[src/rtl/clock_digit_sequencer_if.sv]
// Digit register bank bus: the sequencer drives per-digit enable/load/data, the bank returns its values.
// Latency: none; this is plain wiring.
// Backpressure: none; the bank accepts a drive on every clock edge.
// Packing for every field: {h1,h0,m1,m0,s1,s0}, bit/nibble 5 = h1 ... 0 = s0.
//   digits_q   : current digit values from the bank
//   digit_en   : per-digit enable (0 = hold)
//   digit_load : per-digit load select (1 = load digits_d nibble, 0 = BCD increment)
//   digits_d   : per-digit load values
interface clock_digit_sequencer_if;
    logic [23:0] digits_q;
    logic [5:0]  digit_en;
    logic [5:0]  digit_load;
    logic [23:0] digits_d;

    modport master (
        input  digits_q,
        output digit_en,
        output digit_load,
        output digits_d
    );

    modport slave (
        output digits_q,
        input  digit_en,
        input  digit_load,
        input  digits_d
    );
endinterface

[src/rtl/clock_digit_sequencer.sv]
// Sequences six BCD digit registers (HH:MM:SS, 24h) for run counting, set mode and reset preload.
// Latency: 0 - outputs are combinational from state and inputs; digits update on the same edge.
// Backpressure: none; every tick/button pulse is consumed in the cycle it arrives.
// Ports:
//   clk, reset            : clock, synchronous active-high reset
//   tick_1hz              : one-cycle pulse, +1 second while running
//   set_mode              : level, 1 = set mode
//   btn_inc_min/btn_inc_hr: one-cycle pulses, +1 minute / +1 hour while in set mode
//   dig                   : digit bank bus (digits_q in; digit_en/digit_load/digits_d out)
//   set_active            : 1 while in SET
//   day_wrap              : one-cycle pulse on the 23:59:59 -> 00:00:00 tick
module clock_digit_sequencer #(
    parameter logic [23:0] INIT_TIME = 24'h000000
) (
    input  logic                           clk,
    input  logic                           reset,
    input  logic                           tick_1hz,
    input  logic                           set_mode,
    input  logic                           btn_inc_min,
    input  logic                           btn_inc_hr,
    clock_digit_sequencer_if.master        dig,
    output logic                           set_active,
    output logic                           day_wrap
);

    typedef enum logic [1:0] {
        ST_INIT = 2'd0,
        ST_RUN  = 2'd1,
        ST_SET  = 2'd2
    } state_t;

    state_t state;
    state_t state_nxt;

    logic [3:0] h1, h0, m1, m0, s1, s0;
    logic       hours_23;
    logic       carry_s0, carry_s1, carry_m0, carry_m1;

    logic [5:0]  en;
    logic [5:0]  ld;
    logic [23:0] dat;

    assign {h1, h0, m1, m0, s1, s0} = dig.digits_q;
    assign hours_23 = (h1 == 4'd2) && (h0 == 4'd3);

    // Ripple carry conditions of the seconds/minutes chain.
    assign carry_s0 = (s0 == 4'd9);
    assign carry_s1 = carry_s0 && (s1 == 4'd5);
    assign carry_m0 = carry_s1 && (m0 == 4'd9);
    assign carry_m1 = carry_m0 && (m1 == 4'd5);

    always_comb begin
        en         = '0;
        ld         = '0;
        dat        = '0;   // every load other than the preload loads zero
        set_active = 1'b0;
        day_wrap   = 1'b0;
        state_nxt  = state;

        if (reset) begin
            en        = 6'h3F;
            ld        = 6'h3F;
            dat       = INIT_TIME;
            state_nxt = ST_INIT;
        end else begin
            case (state)
                ST_RUN: begin
                    if (tick_1hz) begin
                        en[0] = 1'b1;
                        if (carry_s0) begin
                            en[1] = 1'b1;
                            ld[1] = (s1 == 4'd5);
                        end
                        if (carry_s1) begin
                            en[2] = 1'b1;
                        end
                        if (carry_m0) begin
                            en[3] = 1'b1;
                            ld[3] = (m1 == 4'd5);
                        end
                        if (carry_m1) begin
                            if (hours_23) begin
                                en[5:4]  = 2'b11;
                                ld[5:4]  = 2'b11;
                                day_wrap = 1'b1;
                            end else if (h0 == 4'd9) begin
                                // h0 wraps 9->0 by itself, h1 takes the carry
                                en[5:4] = 2'b11;
                            end else begin
                                en[4] = 1'b1;
                            end
                        end
                    end
                    // A tick arriving with set_mode is still counted before entering SET.
                    state_nxt = set_mode ? ST_SET : ST_RUN;
                end

                ST_SET: begin
                    set_active = 1'b1;
                    // Seconds held at 00 so counting resumes cleanly on leaving SET.
                    en[1:0] = 2'b11;
                    ld[1:0] = 2'b11;
                    if (btn_inc_min) begin
                        if ((m1 == 4'd5) && (m0 == 4'd9)) begin
                            en[3:2] = 2'b11;
                            ld[3:2] = 2'b11;
                        end else if (m0 == 4'd9) begin
                            en[3:2] = 2'b11;
                        end else begin
                            en[2] = 1'b1;
                        end
                    end
                    if (btn_inc_hr) begin
                        if (hours_23) begin
                            en[5:4] = 2'b11;
                            ld[5:4] = 2'b11;
                        end else if (h0 == 4'd9) begin
                            en[5:4] = 2'b11;
                        end else begin
                            en[4] = 1'b1;
                        end
                    end
                    state_nxt = set_mode ? ST_SET : ST_RUN;
                end

                default: begin
                    // INIT (and the unused encoding) preload the start time.
                    en        = 6'h3F;
                    ld        = 6'h3F;
                    dat       = INIT_TIME;
                    state_nxt = set_mode ? ST_SET : ST_RUN;
                end
            endcase
        end
    end

    assign dig.digit_en   = en;
    assign dig.digit_load = ld;
    assign dig.digits_d   = dat;

    always_ff @(posedge clk) begin
        if (reset) begin
            state <= ST_INIT;
        end else begin
            state <= state_nxt;
        end
    end

endmodule

[src/flat_wrapper.sv]
// flat-port wrapper written by rule: the top's interface ports become plain ports
module clock_digit_sequencer_flat 
#(
    parameter logic [23:0] INIT_TIME = 24'h000000
)
  (clk, reset, tick_1hz, set_mode, btn_inc_min, btn_inc_hr, set_active, day_wrap, dig_digits_q, dig_digit_en, dig_digit_load, dig_digits_d);
  clock_digit_sequencer_if dig_i ();
  input  logic clk;
  input  logic reset;
  input  logic tick_1hz;
  input  logic set_mode;
  input  logic btn_inc_min;
  input  logic btn_inc_hr;
  output logic set_active;
  output logic day_wrap;
  input wire logic [$bits(dig_i.digits_q)-1:0] dig_digits_q;
  output wire logic [$bits(dig_i.digit_en)-1:0] dig_digit_en;
  output wire logic [$bits(dig_i.digit_load)-1:0] dig_digit_load;
  output wire logic [$bits(dig_i.digits_d)-1:0] dig_digits_d;
  assign dig_i.digits_q = dig_digits_q;
  assign dig_digit_en = dig_i.digit_en;
  assign dig_digit_load = dig_i.digit_load;
  assign dig_digits_d = dig_i.digits_d;
  clock_digit_sequencer #(.INIT_TIME(INIT_TIME)) u_core (.clk(clk), .reset(reset), .tick_1hz(tick_1hz), .set_mode(set_mode), .btn_inc_min(btn_inc_min), .btn_inc_hr(btn_inc_hr), .dig(dig_i), .set_active(set_active), .day_wrap(day_wrap));
endmodule
[config.mk]
export PLATFORM = sky130hd
export DESIGN_NAME = clock_digit_sequencer_flat
export DESIGN_NICKNAME = d
export VERILOG_FILES = /design/src/rtl/clock_digit_sequencer_if.sv /design/src/rtl/clock_digit_sequencer.sv /design/src/flat_wrapper.sv
export SDC_FILE = /design/constraint.sdc
export NUM_CORES = 1
export LEC_CHECK = 0
export CAP_MARGIN = 20
export CORE_ASPECT_RATIO = 0.75
export CORE_MARGIN = 10
export CORE_UTILIZATION = 26
export CTS_CLUSTER_DIAMETER = 50
export DETAILED_ROUTE_END_ITERATION = 8
export GPL_TIMING_DRIVEN = 0
export PLACE_DENSITY = 0.78
export SKIP_CTS_REPAIR_TIMING = 1
export SLEW_MARGIN = 15
export SYNTH_ARGS = -nofsm -noshare
export SYNTH_HDL_FRONTEND = slang
export SYNTH_SLANG_ARGS = --single-unit
[constraint.sdc]
create_clock -name clk -period 1.69 [get_ports clk]
set_clock_uncertainty 0.05 [all_clocks]
set_input_delay 0.338 -clock clk [delete_from_list [all_inputs] [get_ports clk]]
set_output_delay 0.338 -clock clk [all_outputs]
set_load 0.005 [all_outputs]
Word level (Yosys, flattened, before mapping)
Index checks and enable logic that the tools add are counted.

storage, ports and cells
  bits in registers = 2
  latch bits = 0
  memory bits (writable) = 0
  bits in read-only memories = 0
  input port bits = 30
  output and inout bits = 38
  memories kept = 0

operators by class
  add/subtract/negate cells = 0
  multiply operators = 0
  divide/modulo/power cells = 0
  magnitude comparators = 0
  equal/unequal tests = 9
  shifts and indexed selects = 0
  mux-type cells = 35
  bitwise logic cells = 0
  reduce and logical (&&, ||, !) cells = 5

operators by type and width
  kind                                                              number
  2-bit two-way mux                                                 11
  6-bit two-way mux                                                 3
  1-bit two-way mux                                                 17
  4-bit == test (second input constant)                             3
  6-bit one-hot mux with 2 select lines                             1
  4-bit by 2-bit == test with 1-bit output (second input constant)  2
  4-bit by 3-bit == test with 1-bit output (second input constant)  2
  3-bit one-hot mux with 2 select lines                             1
  1-bit logical AND                                                 5
  3-bit two-way mux                                                 1
  2-bit by 1-bit == test with 1-bit output (second input constant)  1
  2-bit == test (second input constant)                             1
  1-bit one-hot mux with 2 select lines                             1

Depth between registers and ports, before layout
  depth after elaboration = 8
  mapped depth = 6
  depth with buffers taken out = 5

Worst setup path before layout
No wires, ideal clock.

  path kind = register to output
  start point = register u_core.state[1]
  end point = output port dig_digit_load[5]
  arrival time = 1260 ps
  required time = 1302 ps
  path slack = 42 ps
  stages on the path, launching flop included = 7
  buffers on the path = 1
  cell sequence = dfxtp_1 -> inv_1 -> ha_1 -> and2_1 -> nand3_2 -> o311ai_2 -> buf_4

on the way
  cells in the longest elaborated chain, start to end = 3
  elaborated cells between the ends (all ways) = 4
  those cells by class = eq/ne (2); mux (2)

RTL lines
  element                                                                    line                          text
  from (decl)                                                                clock_digit_sequencer.sv:32   state_t state;
  from (signal assigned)                                                     clock_digit_sequencer.sv:145  state <= state_nxt;
  2-bit == test or 2-bit by 1-bit == test with 1-bit output (tied branches)  clock_digit_sequencer.sv:66   case (state)
  3-bit one-hot mux with 2 select lines (*)                                  clock_digit_sequencer.sv:66
  6-bit two-way mux (*)                                                      clock_digit_sequencer.sv:60   if (reset) begin
  to (decl)                                                                  flat_wrapper.sv:18            output wire logic [$bits(dig_i.digit_load)-1:0] dig_digit_load;

Every way passes the cells marked *; elsewhere a longest branch is shown, timed or not.

Worst setup path after layout
  start point = register u_core.state[0]
  end point = output port dig_digit_en[0]

on the way
  cells in the longest elaborated chain, start to end = 3
  elaborated cells between the ends (all ways) = 4
  those cells by class = eq/ne (2); mux (2)

RTL lines
  element                                                                    line                         text
  2-bit == test or 2-bit by 1-bit == test with 1-bit output (tied branches)  clock_digit_sequencer.sv:66
  6-bit one-hot mux with 2 select lines (*)                                  clock_digit_sequencer.sv:66
  6-bit two-way mux (*)                                                      clock_digit_sequencer.sv:60
  to (decl)                                                                  flat_wrapper.sv:17           output wire logic [$bits(dig_i.digit_en)-1:0] dig_digit_en;

Marked as above.

==> results.yml <==
placed_design:
  gp_congestion: 0.829
  dp_hpwl_um: 1900
  portBuffers: 43
  post_dp_cell_area_um2: 1100
floorplan:
  core_area_um2: 2030
  floorplan.die_area_um2: 4420
  start_util_pct: 27.5
  dieHeight_um: 60.1
  io_pins: 68
  rows: 14
  die_w_um: 73.5
final_layout:
  post-route-util_pct: 67.4
  fin_area_um2: 1370
  final_layout_size_suffix_gt1_share_pct: 55.0
  nFillCells: 156
  max_flop_register: "u_core.state"
  area_growth_pct: 146
  antenna_cells: 0
  finalNetCount: 185
  largest_reg_flops: 2
  reg_top3: "u_core.state: 2 flops"
pwr:
  p_int_mw: 0.279
  p_leak_nw: 0.852
  pwr-share-clk_pct: 25.6
  seq_power_share_pct: 13.2
  p_comb_share_pct: 61.2
  p_per_area_nw_per_um2: 292
  switching_share_pct: 30.4
  ir_worst_vdd_mv: 0.412
  p_sw_mw: 0.122
synthesis:
  yosysSeqAreaShare_pct: 7.17
  ys_types: 28
  yosysWarnings: 0
  async_reset_ff_share_pct: 0
  synth_seq_cells: 2
  synth_area_um2: 558
  synth_edf_count: 0
  syn_avg_cell_area_um2: 8.09
  synth_cells: 69
  synth_flop_cell: "dfxtp_1"
flow_run:
  cap_violations: 0
detailed_routing:
  vias: 722
  drtPass1Iterations: 4
  ant_nets: 0
  drc_errors: 0
  via_per_inst: 4.13
  wl_per_cell_um: 15.1
  routed_wl_um: 2650
  drt_iter0_drc: 22
clock_network:
  cts_tree: "done"
  cts_root_buf: "clkbuf_4"
  path_clk_slew_ns: 0.03
  cts_made_buffers: 3
  cts_sinks: 2
  cts_buffer_depth: 2
  htreeDepth: 1
setup_path:
  cp.depth: 5
  start_kind: "flop"
  worstPathArrival_ns: 1.55
  slowest_delay_ns: 0.34
  cp-end-kind: "output pin"
  crit_chain: "inv_2 > ha_4 > or2_4 > or3_1 > buf_2"
  cp_max_fo: 3
  cp_slowest_cell: "dfxtp_2"
  path_class: "flop to output pin"
  crit_buf_inv: 2
  required_ns: 1.30
  cp_top_family: "simple AND/OR/NAND/NOR gates"
timing:
  setup_ws_ns: -0.247
  rsz0062_at_grt: "true"
  holdWs_ns: 0.422
  post-route-period-util_pct: 115
  period_needed_ns: 1.94
  report.final.setup_viol: 10
  fmax_mhz: 516
  finalMaxSlewViolations: 0
  finalHoldViolCount: 0
global_route:
  grt_antenna_before_repair: 0
  grt_pass1_wl_um: 3210
  gr-total-overflow: 0
  grtUsageTotal_pct: 9.01
  grt_start_max_net_pins: 9
  grt_pass1_vias: 640
min_path:
  hold_class: "input pin to flop"
  holdCritStartpoint: "reset"
  hold_depth: 2
  hold_end: "u_core.state[1]"
outcome:
  status: "finished, violations left"
  violations: "negative setup slack"
[synth_stat cells, types with 2 or more instances]
library cell  instances  area, um2
ha_1                  2       25.0
buf_4                25        188
dfxtp_1               2       40.0
inv_1                 4       15.0
and4bb_2              5       62.6
nand2_1               4       15.0
nor2b_1               2       12.5
a211oi_1              3       22.5
o21ai_1               2       10.0
nor2_1                2       7.51
[worst max-delay path by stage]
stage / from / endpoint
global route: u_core.state[1] / dig_digit_load[5]
CTS: dig_digits_q[0] / dig_digit_load[5]
global placement: dig_digits_q[2] / dig_digit_load[5]
detailed placement: dig_digits_q[3] / dig_digit_load[5]
finish: u_core.state[0] / dig_digit_en[0]
floorplan: u_core.state[1] / dig_digit_load[5]
[power groups by stage]
stage	registers (mW)	logic, mW	clock network [mW]
6_report	0.0529	0.245	0.102
5_1_grt	0.0532	0.267	0.125
4_1_cts	0.0515	0.222	0.113
3_5_place_dp	0.0521	0.221	0
3_3_place_gp	0.0520	0.219	0
2_1_floorplan	0.0518	0.100	0
[cell usage in the layout, fill, tap and decap left out, drive strengths merged, types with 2 or more instances in the layout]
cell	instances
nor2b	2
dlymetal6s2s	26
inv	4
a211oi	3
dfxtp	2
o21ai	3
conb	24
clkdlybuf4s50	2
clkbuf	11
nand2	5
ha	2
nand3	2
and4bb	5
buf	45
nor2	2
[stage by stage]
step	TNS [ns]	instances	setup WS (ns)	power, mW
finish	-1.55	175	-0.247	0.400
detailed placement	-8.67	159	-0.881	0.273
floorplan	0	92	0.0422	0.152
CTS	-8.77	162	-0.886	0.386
global placement	-8.50	159	-0.871	0.271
global route	-2.28	175	-0.306	0.445
[per-layer routing]
metal	share of wire, %	vias to the layer above	track usage (%)	wire length [um]
li1	-	364	-	-
met4	0	0	2.39	0
met5	0	-	0	0
met1	33	322	8.63	883
met3	13	0	7.12	334
met2	54	36	14.8	1430
[cells by family (layout without fill, tap and decap cells)]
| kind of cell | Yosys count | in the layout | share of synthesized area [%] |
|---|---|---|---|
| buf+inv | 29 | 88 | 36.3 |
| simple gates | 23 | 23 | 34.1 |
| fa+ha+maj | 2 | 2 | 4.48 |
| flops | 2 | 2 | 7.18 |
| compound gates | 12 | 12 | 17.3 |
| other cells | 1 | 24 | 0.672 |
[layout make-up]
class	instances	area, um2	area share, %
Timing Repair Buffer	56	546	39.8
Buffer	25	188	13.7
Multi-Input combinational cell	61	524	38.3
Tap cell	24	30.0	2.19
Inverter	4	15.0	1.10
Sequential cell	2	45.0	3.29
Clock buffer	3	22.5	1.64
Note: power is estimated with default switching activity, not from simulation.
